--- config.mk ---
export PLATFORM = sky130hd
export DESIGN_NAME = jk_vector_counter_flat
export DESIGN_NICKNAME = d
export VERILOG_FILES = /design/src/rtl/jk_vector_counter_if.sv /design/src/rtl/jk_vector_counter.sv /design/src/flat_wrapper.sv
export SDC_FILE = /design/constraint.sdc
export NUM_CORES = 1
export LEC_CHECK = 0
export CORE_MARGIN = 4
export CORE_UTILIZATION = 48
export CTS_BUF_LIST = sky130_fd_sc_hd__clkbuf_4
export DETAILED_ROUTE_END_ITERATION = 10
export GPL_TIMING_DRIVEN = 1
export PLACE_DENSITY = 0.92
export SLEW_MARGIN = 20
export SYNTH_ARGS = -nofsm -noshare
export SYNTH_HDL_FRONTEND = slang
export SYNTH_SLANG_ARGS = --single-unit
--- constraint.sdc ---
create_clock -name clk -period 2.4 [get_ports clk]
set_clock_uncertainty 0.2 [all_clocks]
set_input_delay 0.72 -clock clk [delete_from_list [all_inputs] [get_ports clk]]
set_output_delay 0.72 -clock clk [all_outputs]
set_load 0.1 [all_outputs]
--- src/rtl/jk_vector_counter_if.sv ---
// Bus bundle for jk_vector_counter.
// The controller drives the enable, mode and data fields.
// The counter returns its state, the complement, terminal count and wrap pulse.
interface jk_vector_counter_if #(
    parameter int WIDTH = 8
);
    logic             en;
    logic [1:0]       mode;
    logic [WIDTH-1:0] j;
    logic [WIDTH-1:0] k;
    logic [WIDTH-1:0] d;
    logic [WIDTH-1:0] q;
    logic [WIDTH-1:0] qbar;
    logic             tc;
    logic             wrap;

    modport master (
        output en, mode, j, k, d,
        input  q, qbar, tc, wrap
    );

    modport slave (
        input  en, mode, j, k, d,
        output q, qbar, tc, wrap
    );
endinterface

--- src/rtl/jk_vector_counter.sv ---
// jk_vector_counter: a WIDTH-bit bank of JK cells that can also act as a
// modulo-MODULUS up/down counter with parallel load.
// Modes: 00 bitwise JK, 01 count up, 10 count down, 11 load (clamped).
// Bitwise JK mode is deliberately not range-limited. The counting modes
// recover any out-of-range value by wrapping.

// Next-state function of one JK cell.
module jk_vector_cell (
    input  logic q,
    input  logic j,
    input  logic k,
    output logic nxt
);
    // JK truth table: hold, clear, set, toggle.
    always_comb begin
        nxt = q;
        case ({j, k})
            2'b00:   nxt = q;
            2'b01:   nxt = 1'b0;
            2'b10:   nxt = 1'b1;
            default: nxt = ~q;
        endcase
    end
endmodule

module jk_vector_counter #(
    parameter int              WIDTH       = 8,
    parameter longint unsigned MODULUS     = 256,
    parameter longint unsigned RESET_VALUE = 0
) (
    input  logic                  clk,
    input  logic                  reset,
    jk_vector_counter_if.slave    bus
);
    localparam logic [1:0] MODE_JK = 2'b00;
    localparam logic [1:0] MODE_UP = 2'b01;
    localparam logic [1:0] MODE_DN = 2'b10;
    localparam logic [1:0] MODE_LD = 2'b11;

    // The modulus is carried in WIDTH+1 bits so that MODULUS == 2^WIDTH
    // fits and every range compare is a plain unsigned compare.
    localparam logic [WIDTH:0]   MOD_W = MODULUS[WIDTH:0];
    localparam logic [WIDTH:0]   TOP_W = MOD_W - 1'b1;
    localparam logic [WIDTH-1:0] MAXV  = TOP_W[WIDTH-1:0];
    localparam logic [WIDTH-1:0] RST_V = RESET_VALUE[WIDTH-1:0];

    // Illegal parameter sets are rejected at elaboration.
    if (WIDTH < 1 || WIDTH > 32) begin : g_bad_width
        $error("jk_vector_counter: WIDTH must be 1..32");
    end
    if (MODULUS < 2 || MODULUS > (64'd1 << WIDTH)) begin : g_bad_mod
        $error("jk_vector_counter: MODULUS must be 2..2^WIDTH");
    end
    if (RESET_VALUE >= MODULUS) begin : g_bad_rst
        $error("jk_vector_counter: RESET_VALUE must be < MODULUS");
    end

    logic [WIDTH-1:0] q_r;
    logic             wrap_r;
    logic [WIDTH-1:0] q_nxt;
    logic             wrap_nxt;
    logic [WIDTH-1:0] jk_nxt;
    logic [WIDTH-1:0] j_in;
    logic [WIDTH-1:0] k_in;
    logic [WIDTH:0]   q_ext;
    logic [WIDTH:0]   d_ext;
    logic             up_wrap;
    logic             dn_wrap;
    logic             d_ok;

    assign j_in  = bus.j;
    assign k_in  = bus.k;
    assign q_ext = {1'b0, q_r};
    assign d_ext = {1'b0, bus.d};

    // One JK cell per bit lane.
    jk_vector_cell u_cell [WIDTH-1:0] (
        .q   (q_r),
        .j   (j_in),
        .k   (k_in),
        .nxt (jk_nxt)
    );

    // Wrap and clamp conditions. Out-of-range values count as wrapping
    // in both directions, so the counter always returns to 0..MODULUS-1.
    assign up_wrap = (q_ext >= TOP_W);
    assign dn_wrap = (q_r == '0) || (q_ext >= MOD_W);
    assign d_ok    = (d_ext < MOD_W);

    // Next state. The register holds, and the wrap pulse drops, unless en is high.
    always_comb begin
        q_nxt    = q_r;
        wrap_nxt = 1'b0;
        if (bus.en) begin
            case (bus.mode)
                MODE_JK: q_nxt = jk_nxt;
                MODE_UP: begin
                    q_nxt    = up_wrap ? '0 : q_r + WIDTH'(1'b1);
                    wrap_nxt = up_wrap;
                end
                MODE_DN: begin
                    q_nxt    = dn_wrap ? MAXV : q_r - WIDTH'(1'b1);
                    wrap_nxt = dn_wrap;
                end
                default: q_nxt = d_ok ? bus.d : MAXV;
            endcase
        end
    end

    // State register. The synchronous reset overrides every other input.
    always_ff @(posedge clk) begin
        if (reset) begin
            q_r    <= RST_V;
            wrap_r <= 1'b0;
        end else begin
            q_r    <= q_nxt;
            wrap_r <= wrap_nxt;
        end
    end

    // Outputs. tc is combinational from q and mode and does not depend on en.
    always_comb begin
        bus.q    = q_r;
        bus.qbar = ~q_r;
        bus.wrap = wrap_r;
        bus.tc   = ((bus.mode == MODE_UP) && (q_r == MAXV)) ||
                   ((bus.mode == MODE_DN) && (q_r == '0));
    end
endmodule
--- src/flat_wrapper.sv ---
// flat-port wrapper written by rule: the top's interface ports become plain ports
module jk_vector_counter_flat 
#(
    parameter int              WIDTH       = 8,
    parameter longint unsigned MODULUS     = 256,
    parameter longint unsigned RESET_VALUE = 0
)
  (clk, reset, bus_en, bus_mode, bus_j, bus_k, bus_d, bus_q, bus_qbar, bus_tc, bus_wrap);
  jk_vector_counter_if #(.WIDTH(WIDTH)) bus_i ();
  input  logic clk;
  input  logic reset;
  input wire logic [$bits(bus_i.en)-1:0] bus_en;
  input wire logic [$bits(bus_i.mode)-1:0] bus_mode;
  input wire logic [$bits(bus_i.j)-1:0] bus_j;
  input wire logic [$bits(bus_i.k)-1:0] bus_k;
  input wire logic [$bits(bus_i.d)-1:0] bus_d;
  output wire logic [$bits(bus_i.q)-1:0] bus_q;
  output wire logic [$bits(bus_i.qbar)-1:0] bus_qbar;
  output wire logic [$bits(bus_i.tc)-1:0] bus_tc;
  output wire logic [$bits(bus_i.wrap)-1:0] bus_wrap;
  assign bus_i.en = bus_en;
  assign bus_i.mode = bus_mode;
  assign bus_i.j = bus_j;
  assign bus_i.k = bus_k;
  assign bus_i.d = bus_d;
  assign bus_q = bus_i.q;
  assign bus_qbar = bus_i.qbar;
  assign bus_tc = bus_i.tc;
  assign bus_wrap = bus_i.wrap;
  jk_vector_counter #(.WIDTH(WIDTH), .MODULUS(MODULUS), .RESET_VALUE(RESET_VALUE)) u_core (.clk(clk), .reset(reset), .bus(bus_i));
endmodule
==> flow_summary_export.csv, run 1 <==
group,metric,value,unit
setup_path,worst_ep_required_time,1.48,ns
synthesis,synthCells,188,
finish,drive_above_1_share,29.8,%
placement,dp.cells,278,
floorplanning,die_area,0.00387,mm2
sta,slew_headroom,48.6,%
sta,final-setup-viol-count,1,
floorplanning,coreArea,0.00278,mm2
power_and_ir_drop,ir_worst_vdd,0.401,mV
setup_path,critical_path.top_delay_family,"buffers and inverters",
finish,final_nets,308,
global_routing,grt_overflow,0,
clock_network,clock_path_buffers,2,
drt,drt-wirelength-per-cell,18.1,um
synthesis,yosysSeqAreaShare,12.8,%
floorplanning,initial_utilization,50.7,%
setup_path,arrival,1.62,ns
drt,drt_first_pass_iters,5,
finish,antennaDiodeCount,0,
global_routing,grt_first_pass_wirelength,8.25,mm
drt,routed-via-count,1760,
sta,maxSlewViolCount,0,
drt,post-route-drc-count,0,
setup_path,crit_chain,"buf_4 -> inv_2 -> ha_4 -> nand4_1 -> o31ai_4 -> buf_12",
floorplanning,io-pin-count,47,
setup_path,cp_slowest_cell,"buf_12",
sta,max_freq,394,MHz
drt,drt.antenna.violating_nets,0,
clock_network,htree_levels,1,
setup_path,cp_num_buf_inv,3,
synthesis,synth_edf_count,0,
job,drv_cap,0,
clock_network,cts_buffers,3,
synthesis,yosysTopAreaCellShare,20.4,%
synthesis,yosysUniqueCellTypes,53,
setup_path,slowest_delay,0.21,ns
synthesis,ys.flop_type,"dfxtp_1",
clock_network,clock_latency,0.29,ns
placement,io_buffers,46,
setup_path,worstPathMaxFanout,3,
clock_network,clock_sinks,9,
synthesis,synth_area,0.00141,mm2
synthesis,synth_largest_area_cell,"ha_1",
clock_network,cts-root-buf,"clkbuf_4",
synthesis,synth_area_leaders,"ha_1, dfxtp_1, inv_1",
drt,wl,5.17,mm
setup_path,endpoint_kind,"primary output",
setup_path,crit_type,"input port to primary output",
sta,rsz0062_at_grt,"true",
finish,final_cells,286,
finish,final_core_util,84.2,%
drt,viasPerCell,6.15,
sta,finalHoldViolCount,0,
placement,dp_hpwl,3.64,mm
synthesis,syn_nets,240,
power_and_ir_drop,power.density,454,mW/mm2
clock_network,clk_pin_slew,0.08,ns
floorplanning,num_rows,19,
outcome,outcome,"finished with violations",
synthesis,yosysMostFrequentCell,"inv_1",
sta,setup_ws,-0.135,ns
floorplanning,die_x,62.2,um
sta,fin_crit,2.54,ns
global_routing,grt_antenna_before_repair,0,
global_routing,grt_usage,26.1,%
finish,layout-area-overhead-vs-synth,65.9,%
global_routing,grt_max_degree,11,
global_routing,first_global_vias,1712,
placement,place_congestion,0.971,
sta,period_share,106,%
synthesis,syn_area_per_cell,7.51,um2
drt,drtIter0Drc,159,
synthesis,yosys_warnings,0,
synthesis,synth_seq_cells,9,
sta,tightest_slew,0.765,ns
clock_network,cts_tree,"yes",
synthesis,synthArstFlopShare,0,%
outcome,failed_checks,"negative setup slack",
floorplanning,die_h,62.2,um
synthesis,synth_common_cells,"inv_1, ha_1, nand2_1, dfxtp_1, buf_4",
setup_path,cp-start-kind,"input port",
hold_path,hp-class,"register to register",
power_and_ir_drop,p_leak,1.09,nW
metrics by stage:
stage          total power, mW  instance area, um2  hold WS, ns  TNS, ns  worst slack (ns)
6_report                  1.06                2340        0.443   -0.135            -0.135
5_1_grt                   1.10                2340        0.470   -0.148            -0.148
4_1_cts                   1.04                2310        0.470   -0.208            -0.208
3_5_place_dp             0.878                2230        0.483    -3.72            -0.578
3_3_place_gp             0.861                2230        0.477    -3.25            -0.509
2_1_floorplan            0.618                1460        0.417   -0.957            -0.336
sequential cells by signal, summed over array words and instances, names as in the netlist:
| name | cells |
|---|---|
| u_core.bus.q | 8 |
| u_core.bus.wrap | 1 |
tightest hold or removal path, stage by stage, from the launching register on:
cell,delay [ns]
dfxtp_4,0.38
inv_2,0.12
o31ai_1,0.10
power by group:
| part | switching, mW | internal (mW) | leakage, nW |
|---|---|---|---|
| logic | 0.427 | 0.295 | 0.995 |
| registers | 0.0292 | 0.164 | 0.0757 |
| clock network | 0.0714 | 0.0760 | 0.0184 |
path summary, 6_finish.rpt:
| kind | start | to | slack (ns) | cells after the start |
|---|---|---|---|---|
| worst max-delay path | bus_mode[0] | bus_tc | -0.14 | 6 |
| worst min-delay path | u_core.bus.q[1] | u_core.bus.q[1] | 0.44 | 2 |
| worst max register to register | u_core.bus.q[1] | u_core.bus.q[6] | 0.18 | 6 |
| worst min register to register | u_core.bus.q[1] | u_core.bus.q[1] | 0.44 | 2 |
logic make-up (layout without fill, tap and decap cells):
kind of cell / Yosys count / after routing / synth area share, %
xor gates and xnor gates: 1 / 1 / 0.621
buffers and inverters: 49 / 116 / 16.6
adders and majority gates: 23 / 23 / 20.4
muxes: 1 / 1 / 0.709
AOI/OAI and AO/OA: 52 / 52 / 28.6
and+or+nand+nor: 53 / 53 / 20.3
DFF: 9 / 9 / 12.8
placed cells by master, fill, tap and decap left out, drive strengths merged, types with 4 or more instances in the layout:
master	n
a211oi	5
a21oi	5
buf	53
clkbuf	4
clkdlybuf4s50	24
dfxtp	9
ha	23
inv	33
nand2	14
nand3	7
nor2	6
nor2b	6
nor4	4
o211ai	7
o21ai	6
per-layer routing:
layer  up-vias  part of all wire, %  routed length, um  GRT usage (%)
met3        28                   10                522           3.78
li1        802                    -                  -              -
met5         -                    0                  0              0
met2       123                   50               2580           43.4
met4         0                  5.1                265           14.9
met1       807                   35               1810           31.4
area by class of cell:
type	count	area, um2
clock buffers	4	30.0
flip-flops and latches	9	189
fillers	134	440
inverters	33	136
multi-input cells	130	1070
well taps	31	38.8
repair buffers	79	876
what timing repair did:
item,CTS,global route
buffers inserted,4,1
setup endpoints to repair,7,2
pin swaps,6,4
hold buffers,0,0
gates resized for setup,17,14
(Power assumes the default switching activity.)
==> run 2: changes to the inputs <==
Settings changed: CORE_UTILIZATION 48 to 45, SLEW_MARGIN 20 to 10, SYNTH_HIERARCHICAL from default to 1.
==> run 2 against run 1 <==
Net effect: sequential share of layout area up 1.4 points; critical path depth fell by 2; non-clock buffer count grew 2; global-route usage is 8.7 points higher; sequential cell count did not move; fmax shrank 0.25%; sequential power is 2% lower; via count shrank 6.5%; first-iteration DRC count rose by 8.8%; combinational power decreased by 8.3%; largest cell class unchanged; worst hold slack worse by 0.041 ns; the run still ends with negative setup slack left; die area decreased by 10%.
==> flow_summary_export.csv, run 2 <==
group,metric,value,unit
floorplanning,die_x,58.9,um
drt,post-route-drc-count,0,
power_and_ir_drop,clkPwrFrac,14.1,%
floorplanning,io-pin-count,47,
synthesis,synth_area_leaders,"dfxtp_1, mux2i_1, ha_1",
drt,drtIter0Drc,173,
clock_network,clock_sinks,9,
sta,slew_headroom,63.3,%
finish,fillers,110,
power_and_ir_drop,p_seq_share,19.1,%
finish,antennaDiodeCount,0,
synthesis,synthCells,143,
clock_network,htree_levels,1,
synthesis,synth_area,0.00117,mm2
placement,placed_cell_area,0.00204,mm2
power_and_ir_drop,switching_share,49.4,%
setup_path,cp-start-kind,"register",
finish,final_nets,255,
synthesis,synth-xor-area-share,1.50,%
synthesis,synthArstFlopShare,0,%
synthesis,yosysMostFrequentCell,"inv_1",
synthesis,yosys_warnings,6,
floorplanning,die_area,0.00347,mm2
clock_network,clock_path_buffers,2,
sta,fin_crit,2.54,ns
synthesis,ys.flop_type,"dfxtp_1",
setup_path,r2r_slack,0.28,ns
drt,drt.antenna.violating_nets,0,
sta,period_share,106,%
synthesis,yosys.area_share.simple,20.9,%
drt,routed-via-count,1646,
sta,tightest_slew,0.546,ns
finish,layout-area-overhead-vs-synth,85.5,%
sta,fin_tns_setup,-0.141,ns
global_routing,grt_usage,34.7,%
drt,viasPerCell,6.64,
floorplanning,coreArea,0.00248,mm2
outcome,failed_checks,"negative setup slack",
global_routing,first_global_vias,1716,
placement,place_congestion,1.02,
job,drv_cap,0,
power_and_ir_drop,p_int,500,uW
placement,dp_hpwl,3.51,mm
clock_network,cts-root-buf,"clkbuf_4",
sta,maxSlewViolCount,0,
setup_path,arrival,1.62,ns
drt,drt_first_pass_iters,6,
synthesis,yosysTopAreaCellShare,15.4,%
floorplanning,initial_utilization,47.1,%
setup_path,worstPathMaxFanout,5,
setup_path,worst_ep_required_time,1.48,ns
clock_network,cts_buffers,3,
sta,setup_ws,-0.141,ns
clock_network,clk_pin_slew,0.08,ns
synthesis,synth_largest_area_cell,"dfxtp_1",
sta,max_freq,393,MHz
power_and_ir_drop,power_switching,489,uW
synthesis,syn_area_per_cell,8.16,um2
finish,largest_register_ffs,8,
clock_network,cts_tree,"yes",
sta,finalHoldViolCount,0,
synthesis,yosys-mux-area-fraction,8.57,%
finish,layout_common_cells,"buf_4, clkdlybuf4s50_1, buf_12",
finish,drive_above_1_share,42.7,%
synthesis,synth_compound_area_share,30.8,%
floorplanning,die_h,58.9,um
global_routing,grt_antenna_before_repair,0,
finish,final_core_util,87.4,%
power_and_ir_drop,p_leak,0.903,nW
synthesis,yosysSeqAreaShare,15.4,%
synthesis,synth_seq_cells,9,
global_routing,grt_overflow,0,
synthesis,synth_top_family_by_area,"compound AO/OA/AOI/OAI gates",
setup_path,endpoint_kind,"primary output",
outcome,outcome,"finished with violations",
power_and_ir_drop,power.density,457,mW/mm2
sta,rsz0062_at_grt,"true",
global_routing,grt_max_degree,13,
floorplanning,num_rows,18,
setup_path,crit_type,"register to primary output",
global_routing,grt_first_pass_wirelength,9.01,mm
clock_network,postCtsHoldBufs,0,
placement,io_buffers,46,
finish,postLayoutCellArea,0.00217,mm2
synthesis,synth_edf_count,0,
synthesis,synth_adder_area_share,7.50,%
synthesis,syn_nets,179,
finish,multiInputGateArea,908,um2
placement,dp_slack,-0.518,ns
finish,regArea,205,um2
power_and_ir_drop,power_frac_comb,66.8,%
clock_network,clock_latency,0.28,ns
hold_path,hp-class,"register to register",
power_and_ir_drop,ir_worst_vdd,0.401,mV
sta,final-setup-viol-count,1,
synthesis,yosysUniqueCellTypes,50,
drt,drt-wirelength-per-cell,22.5,um
drt,wl,5.57,mm
synthesis,synth_common_cells,"inv_1, mux2i_1, dfxtp_1, a211oi_1, ha_1",
finish,final_common_cell,"buf_4",
==> run 2: stage by stage <==
stage	hold slack, ns	cells	power [mW]
detailed placement	0.419	236	0.793
global placement	0.388	236	0.775
global route	0.409	248	1.01
finish	0.403	248	0.990
floorplan	0.514	143	0.558
CTS	0.386	246	0.950
==> run 2: power by group through the flow <==
stage                     sequential (mW)  clock (mW)  combinational (mW)
after detailed placement            0.196           0               0.597
after global routing                0.190       0.140               0.680
after floorplan                     0.270           0               0.288
after global placement              0.194           0               0.581
final                               0.189       0.140               0.662
after CTS                           0.186       0.135               0.629
==> run 2: cell type report <==
class / count / share of cell area, %
repair buffers: 81 / 41.2
clock buffers: 3 / 1.04
multi-input cells: 102 / 41.9
flip-flops and latches: 9 / 9.47
well taps: 30 / 1.73
inverters: 22 / 4.33
clock inverters: 1 / 0.231
==> run 2: logic make-up (layout without fill, tap and decap cells) <==
logic type / count (synthesis) / after routing
compound gates: 45 / 45
xor+xnor: 2 / 2
fa+ha+maj: 7 / 7
buf+inv: 32 / 107
flops: 9 / 9
mux: 10 / 10
simple gates: 38 / 38
==> run 2: worst max-delay path, cell delays in order, from the launching register on <==
cell     delay, ns
dfxtp_4       0.42
and4_4        0.24
nand3_2       0.12
o31ai_4       0.34
buf_12        0.21
==> run 2: worst paths after layout <==
kind / from / end / depth (start not counted)
setup / recovery: u_core/bus.q[2] / bus_tc / 4
hold / removal: u_core/bus.q[1] / u_core/bus.q[1] / 2
setup reg to reg: u_core/bus.q[0] / u_core/bus.q[0] / 9
hold reg to reg: u_core/bus.q[1] / u_core/bus.q[1] / 2
==> run 2: per-layer routing <==
| layer | GRT usage, % | vias to the layer above | wire, um |
|---|---|---|---|
| li1 | - | 677 | - |
| met1 | 40.2 | 728 | 1880 |
| met3 | 11.2 | 69 | 744 |
| met5 | 0 | - | 0 |
| met4 | 22.3 | 0 | 452 |
| met2 | 54.6 | 172 | 2490 |
==> run 2: repair_timing <==
action                                  CTS  global route
pin swaps                                 5             1
buffers inserted                          6             2
gates resized for setup                  21             0
endpoints found under the setup margin    3             1
==> run 3: changes to the inputs <==
Settings changed: CTS_CLUSTER_SIZE from default to 25.
==> results of run 3 <==
Final layout, timing and power as in run 2 (identical DEF).
